--- src/rtl/rf_wb_arbiter.sv ---
// Round-robin write-back arbiter sharing the register-file write port between the pipeline and the multi-cycle unit.
// Define RF_WB_FWD_EN to add a read bypass from the registered write onto rd1_out/rd2_out.
module rf_wb_arbiter #(
  parameter int XLEN = 32,
  parameter int AW   = 5,
  parameter int CW   = 16
) (
  input  logic            clk,
  input  logic            rst,
  input  logic            s0_valid,
  input  logic [AW-1:0]   s0_rd,
  input  logic [XLEN-1:0] s0_data,
  output logic            s0_ready,
  input  logic            s1_valid,
  input  logic [AW-1:0]   s1_rd,
  input  logic [XLEN-1:0] s1_data,
  output logic            s1_ready,
  output logic            rf_we,
  output logic [AW-1:0]   rf_waddr,
  output logic [XLEN-1:0] rf_wdata,
  input  logic [AW-1:0]   ra1,
  input  logic [AW-1:0]   ra2,
  input  logic [XLEN-1:0] rd1_in,
  input  logic [XLEN-1:0] rd2_in,
  output logic [XLEN-1:0] rd1_out,
  output logic [XLEN-1:0] rd2_out,
  output logic [CW-1:0]   conflict_cnt
);

  function automatic logic [CW-1:0] sat_inc(input logic [CW-1:0] v);
    return (&v) ? v : v + CW'(1);
  endfunction

  logic            r_prio;
  logic            r_we_p1;
  logic [AW-1:0]   r_waddr_p1;
  logic [XLEN-1:0] r_wdata_p1;
  logic [CW-1:0]   r_cnt;

  logic            w_contend;
  logic            w_grant0;
  logic            w_grant1;
  logic            w_xfer;
  logic [AW-1:0]   w_rd;
  logic [XLEN-1:0] w_data;

  // Stage p0: combinational grant; no grant is issued while reset is held
  always_comb begin
    w_contend = s0_valid && s1_valid;
    w_grant0  = 1'b0;
    w_grant1  = 1'b0;
    if (!rst) begin
      if (w_contend) begin
        w_grant0 = !r_prio;
        w_grant1 = r_prio;
      end else begin
        w_grant0 = s0_valid;
        w_grant1 = s1_valid;
      end
    end
    w_xfer = w_grant0 || w_grant1;
    w_rd   = w_grant1 ? s1_rd   : s0_rd;
    w_data = w_grant1 ? s1_data : s0_data;
  end

  assign s0_ready = w_grant0;
  assign s1_ready = w_grant1;

  // Stage p1: registered write toward the register file
  always_ff @(posedge clk or posedge rst) begin
    if (rst) begin
      r_prio     <= 1'b0;
      r_we_p1    <= 1'b0;
      r_waddr_p1 <= '0;
      r_wdata_p1 <= '0;
      r_cnt      <= '0;
    end else begin
      // After a contended grant the loser gets priority next time
      if (w_contend) begin
        r_prio <= w_grant0;
        r_cnt  <= sat_inc(r_cnt);
      end
      r_we_p1 <= w_xfer && (w_rd != '0);
      if (w_xfer) begin
        r_waddr_p1 <= w_rd;
        r_wdata_p1 <= w_data;
      end
    end
  end

  assign rf_we        = r_we_p1;
  assign rf_waddr     = r_waddr_p1;
  assign rf_wdata     = r_wdata_p1;
  assign conflict_cnt = r_cnt;

`ifdef RF_WB_FWD_EN
  function automatic logic [XLEN-1:0] fwd(input logic [AW-1:0] ra, input logic [XLEN-1:0] rd_in);
    return (r_we_p1 && ra == r_waddr_p1 && ra != '0) ? r_wdata_p1 : rd_in;
  endfunction

  assign rd1_out = fwd(ra1, rd1_in);
  assign rd2_out = fwd(ra2, rd2_in);
`else
  // Read addresses only matter to the bypass
  logic w_unused_ra;
  assign w_unused_ra = ^{ra1, ra2};
  assign rd1_out     = rd1_in;
  assign rd2_out     = rd2_in;
`endif

endmodule

--- config.mk ---
export PLATFORM = sky130hd
export DESIGN_NAME = rf_wb_arbiter
export DESIGN_NICKNAME = d
export VERILOG_FILES = /design/src/rtl/rf_wb_arbiter.sv
export SDC_FILE = /design/constraint.sdc
export NUM_CORES = 1
export LEC_CHECK = 0
export ABC_CLOCK_PERIOD_IN_PS = 4200
export CAP_MARGIN = 20
export CORE_AREA = 2 2 106 108
export CTS_BUF_LIST = sky130_fd_sc_hd__clkbuf_4
export DETAILED_ROUTE_END_ITERATION = 10
export DIE_AREA = 0 0 108 110
export GPL_TIMING_DRIVEN = 0
export PLACE_DENSITY = 0.73
export SLEW_MARGIN = 20
export SYNTH_ARGS = -nofsm -noshare
export SYNTH_HDL_FRONTEND = slang
export SYNTH_SLANG_ARGS = --single-unit
--- constraint.sdc ---
create_clock -name clk -period 4.2 [get_ports clk]
set_input_delay 0.84 -clock clk [delete_from_list [all_inputs] [get_ports clk]]
set_output_delay 0.84 -clock clk [all_outputs]
set_load 0.005 [all_outputs]
==> results of run 1 <==
==> power groups by stage <==
stage / Clock [µW] / Combinational [µW] / Sequential (µW)
6_report: 237 / 531 / 690
3_5_place_dp: 0 / 538 / 700
2_1_floorplan: 0 / 181 / 693
5_1_grt: 276 / 580 / 706
3_3_place_gp: 0 / 529 / 697
4_1_cts: 256 / 540 / 692
==> metrics by stage <==
step | cell area, µm² | hold slack [ps] | cells | TNS (ps)
5_1_grt | 5100 | 533 | 623 | 0
3_3_place_gp | 5040 | 465 | 615 | -12220
2_1_floorplan | 2900 | 473 | 278 | 0
3_5_place_dp | 5040 | 473 | 615 | 0
4_1_cts | 5100 | 512 | 623 | 0
6_report | 5100 | 505 | 623 | 0
==> cells by family after synthesis <==
group,share of synthesized area [%]
buffers and inverters,23.2
flip-flops,47.5
AND/OR/NAND/NOR,8.04
AO/OA/AOI/OAI,14.1
XOR/XNOR,4.54
multiplexers,2.12
adder cells (fa/ha/maj),0.432
==> Yosys cell counts (all sizes together) <==
cell and count:
a21o 1, xor2 13, clkbuf 7, or4 2
inv 36, buf 69, dfrtp 55, nor3 7
o211ai 1, mux2i 5, xnor2 2, o21ai 6
nand4 4, nor4 3, ha 1, o211a 1
nand3 5, or2 1, nand2 12, and4 1
and3 1, o41ai 1, a222oi 32, nor2 8
a221oi 1, mux2 1, a211oi 1, and2 1
==> per-layer routing <==
metal  up-vias  global-route usage, %  wire length (µm)
li1       1325                      -                 -
met1      1341                   15.7              3120
met2       194                   28.3              4860
met3         8                   5.41              1220
met5         -                      0                 0
met4         0                   4.30               139
==> registers in the layout, indices dropped and copies added (netlist names) <==
signal,count
conflict_cnt,16
r_prio,1
rf_waddr,5
rf_wdata,32
rf_we,1
==> final cells by class <==
cell class | count | area (µm²)
Timing Repair Buffer | 197 | 1970
Sequential cell | 55 | 1380
Clock buffer | 6 | 45.0
Inverter | 36 | 140
Tap cell | 140 | 175
Clock inverter | 2 | 12.5
Buffer | 76 | 538
Fill cell | 953 | 5590
Multi-Input combinational cell | 111 | 846
==> how the worst max path moves through the flow <==
stage,startpoint,to,slack [ps],cells past startpoint
floorplan,rst,s1_ready,730,3
global placement,rst,s1_ready,-970,5
detailed placement,rst,s1_ready,110,5
CTS,rst,s1_ready,110,5
global route,rst,s1_ready,90,5
finish,rst,s1_ready,310,5
==> worst register-to-register path: cells and delay by family (launching register included) <==
| family | cells | cell delay [ps] |
|---|---|---|
| fa+ha+maj | 1 | 210 |
| flops | 1 | 450 |
| compound gates | 1 | 480 |
| buf+inv | 1 | 210 |
| mux | 1 | 330 |
| simple gates | 1 | 130 |
==> metrics, run 1 <==
outcome=finished, final reports clean; CTS buffer count=5; Avg Inst Size Synth=10.4 µm²; setup slack at placement=115 ps; CP Max Fanout=57; Setup-failing EPs final=0; via count=2868; final period utilization=92.5%; WP data required=3360 ps; RSZ-0062 raised after global routing=false; crit-path leading delay family=buffers and inverters; worst-skew pair later-pin latency=360 ps; Max Slew Vio Count=0; die area=0.0119 mm²; Power Total=1460 µW; CP max stage cell=clkdlybuf4s50_1; post_cts resized=0; CTS tree=done; net switching power=417 µW; Setup crit start kind=input port; fin crit period=3890 ps; Mapped Cells=278; drt initial violations=199; core area=0.0107 mm²; VDD IR-drop max=0.173 mV; DIE WIDTH=108 µm; hold endpoint=rf_waddr[0]; Max stage delay on crit path=600 ps; largest net degree at the start of global routing=58; Placer Congestion=0.826; Max Freq=257 MHz; YS warnings=0; Sequential Power Share=47.3%; drt first pass iters=7; worst endpoint data arrival time=3050 ps; Layout Nets=635; commonest cells after routing, fill and taps aside=clkdlybuf4s50_1, buf_4, dfrtp_1; Post-Route WL=9.33 mm; mapped cell area=0.00290 mm²; post-CTS setup buffer count=0; CTS Sinks=55; hold path startpoint=rf_waddr[0]; R2R cell count=5; IO Port Bufs=197; sequential share of the synthesized area=47.5%; gr usage total=15.0%; layout cell share with drive strength beyond 1=17.2%; row count=38; P&R area growth vs syn=76.3%; Avg Vias per Cell=4.60; design internal power=1040 µW; worst-margin pin slew=656 ps; area leader, netlist=dfrtp_1; post-layout util=47.7%; # hold bufs at CTS=0; PnR worst setup slack=313 ps; post-synthesis cell type count=33; area share of the largest cell type after synthesis=47.5%; n_diodes=0; H-tree levels=2; Clock Tree Root=clkbuf_4; global route overflow=0; crit path cell chain=clkdlybuf4s50_1, inv_6, o211a_1, clkbuf_1, clkdlybuf4s50_1; CTS Buffer Depth=2; initial antenna violation count=0; worst hold stages=2; Mapped Nets=431; final hold vios=0; CP Capture Type=primary output; number of synthesized register bits=55; Crit path top cell by count=clkdlybuf4s50_1; Crit Path Category=in2out; Leakage=0.00235 µW; switching share of power=28.6%; relative slew slack=56.0%; HP Class=reg2reg; die boundary height=110 µm; Final HPWL DP=7.57 mm; CP Buf/Inv Count=4; Clock power frac=16.3%; Worst Clk Skew=11.0 ps; Routed Antenna Nets=0; # IOs=272; commonest non-fill, non-tap cell in the layout=clkdlybuf4s50_1; Initial Util=27.1%; RR Endpoint=conflict_cnt[1]; clk slew on worst S/H paths=160 ps; number of max-cap violations=0; Logic pwr share=36.4%; Power per Cell Area=286 mW/mm²; vias in the first global route=2849; reg-to-reg setup timing slack=2300 ps; Worst R2R Start=conflict_cnt[1]; drt drc=0; first-pass GRT wire length=13.9 mm; WL per Instance=15.0 µm; top post-synthesis cells by area=dfrtp_1, buf_4, a222oi_1
Note: power is estimated with default switching activity, not from simulation.
==> run 2: changes to the inputs <==
- CELL_PAD_IN_SITES_DETAIL_PLACEMENT: unset -> 0
- CELL_PAD_IN_SITES_GLOBAL_PLACEMENT: unset -> 2
- CORE_AREA: 2 2 106 108 -> unset
- CORE_MARGIN: unset -> 2
- CORE_UTILIZATION: unset -> 16
- CTS_CLUSTER_DIAMETER: unset -> 120
- DIE_AREA: 0 0 108 110 -> unset
- PLACE_DENSITY: 0.73 -> unset
- PLACE_DENSITY_LB_ADDON: unset -> 0.1
==> metrics, run 2 (synthesis gave the netlist of run 1 again) <==
die boundary height=139 µm (was 110 µm); Post-Route WL=10.2 mm (was 9.33 mm); Power per Cell Area=293 mW/mm² (was 286 mW/mm²); core area=0.0178 mm² (was 0.0107 mm²); drt drc=0 (unchanged); number of max-cap violations=0 (unchanged); RSZ-0062 raised after global routing=false (unchanged); WL per Instance=14.4 µm (was 15.0 µm); worst endpoint data arrival time=3030 ps (was 3050 ps); Final HPWL DP=7.87 mm (was 7.57 mm); VDD IR-drop max=0.134 mV (was 0.173 mV); H-tree levels=2 (unchanged); CP Buf/Inv Count=4 (unchanged); P&R area growth vs syn=81.5% (was 76.3%); CTS Buffer Depth=2 (unchanged); CTS buffer count=5 (unchanged); Routed Antenna Nets=0 (unchanged); max reg flops=32 (unchanged); multi-input logic area=846 µm² (unchanged); Layout Nets=635 (unchanged); Power Total=1540 µW (was 1460 µW); CP max stage cell=a211oi_1 (was clkdlybuf4s50_1); WP data required=3360 ps (about the same); fin crit period=3870 ps (was 3890 ps); initial antenna violation count=1 (was 0); HP Class=reg2reg (unchanged); post-CTS setup buffer count=0 (unchanged); Crit path top cell by count=clkdlybuf4s50_1 (unchanged); DIE WIDTH=139 µm (was 108 µm); Initial Util=16.2% (was 27.1%); final-layout fill cell count=1873 (was 953); via count=2864 (was 2868); Worst Clk Skew=28.8 ps (was 11.0 ps); Setup-failing EPs final=0 (unchanged); CTS tree=done (unchanged); Clock Tree Root=clkbuf_4 (unchanged); final period utilization=92.2% (was 92.5%); Crit Path Category=in2out (unchanged); gr usage total=10.5% (was 15.0%); worst-skew pair later-pin latency=420 ps (was 360 ps); drt initial violations=178 (was 199); CP Capture Type=primary output (unchanged); Leakage=0.00237 µW (was 0.00235 µW); outcome=finished, final reports clean (unchanged); layout cell share with drive strength beyond 1=17.2% (unchanged); drt first pass iters=5 (was 7); vias in the first global route=3021 (was 2849); Placer Congestion=0.682 (was 0.826); CTS Sinks=55 (unchanged); largest net degree at the start of global routing=35 (was 58); commonest non-fill, non-tap cell in the layout=clkdlybuf4s50_1 (unchanged); Register Area=0.00138 mm² (unchanged); # IOs=272 (unchanged); # hold bufs at CTS=0 (unchanged); Max Freq=258 MHz (was 257 MHz); relative slew slack=47.4% (was 56.0%); PnR worst setup slack=329 ps (was 313 ps); setup slack at placement=33.2 ps (was 115 ps); Setup crit start kind=input port (unchanged); clk slew on worst S/H paths=190 ps (was 160 ps); worst-margin pin slew=784 ps (was 656 ps); IO Port Bufs=197 (unchanged); Max stage delay on crit path=660 ps (was 600 ps); first-pass GRT wire length=16.0 mm (was 13.9 mm); Avg Vias per Cell=4.02 (was 4.60); row count=49 (was 38); commonest cells after routing, fill and taps aside=clkdlybuf4s50_1, buf_4, dfrtp_1 (unchanged); final hold vios=0 (unchanged); Final TNS setup=0 ps (unchanged); crit path cell chain=clkdlybuf4s50_1, inv_1, a211oi_1, buf_2, clkdlybuf4s50_1 (was clkdlybuf4s50_1, inv_6, o211a_1, clkbuf_1, clkdlybuf4s50_1); global route overflow=0 (unchanged); CP Max Fanout=10 (was 57); post_cts resized=0 (unchanged); die area=0.0192 mm² (was 0.0119 mm²); crit-path leading delay family=buffers and inverters (unchanged); Max Slew Vio Count=0 (unchanged)
[run 2: area by class of cell]
class	instances	share of cell area, %
clock buffer	5	0.714
buffer	75	10.2
tap	229	5.45
timing repair buffer	198	37.9
clock inverter	3	0.810
sequential	55	26.2
multi-input combinational	111	16.1
inverter	36	2.62
antenna	1	0.0476
[run 2: path summary, 6_finish.rpt]
| check | start | cells past startpoint | endpoint | slack, ps |
|---|---|---|---|---|
| setup / recovery | s0_valid | 5 | s0_ready | 330 |
| hold / removal | rf_waddr[3] | 2 | rf_waddr[3] | 500 |
| setup reg to reg | conflict_cnt[0] | 5 | conflict_cnt[1] | 2230 |
| hold reg to reg | rf_waddr[3] | 2 | rf_waddr[3] | 500 |
| max in group asynchronous | rst | 3 | rf_waddr[1] | 2910 |
| min in group asynchronous | rst | 2 | r_prio | 770 |
[run 2: metrics by stage]
stage                     hold WS [ps]  instances  cell area [µm²]  util (%)
after floorplan                    473        278             2900         -
after global placement             466        704             5150      28.9
after detailed placement           473        705             5180      29.0
after CTS                          515        713             5260      29.5
after global routing               544        712             5250      29.4
final                              504        713             5260      29.5
[run 2: worst min-delay path, cell delays in order, from the launching register on]
cell and delay [ps]:
dfrtp_1 380, nand2_1 40, o21ai_0 60
[run 2: where the power goes]
group          internal, µW  switching [µW]
Clock                   126             194
Combinational           359             174
Sequential              612            74.9
[run 2: metal layers]
layer | vias up | track usage, % | wire length [µm]
li1 | 1340 | - | -
met1 | 1341 | 11.5 | 3890
met2 | 173 | 17.7 | 4820
met3 | 10 | 5.47 | 1380
met4 | 0 | 3.33 | 149
met5 | - | 0 | 0
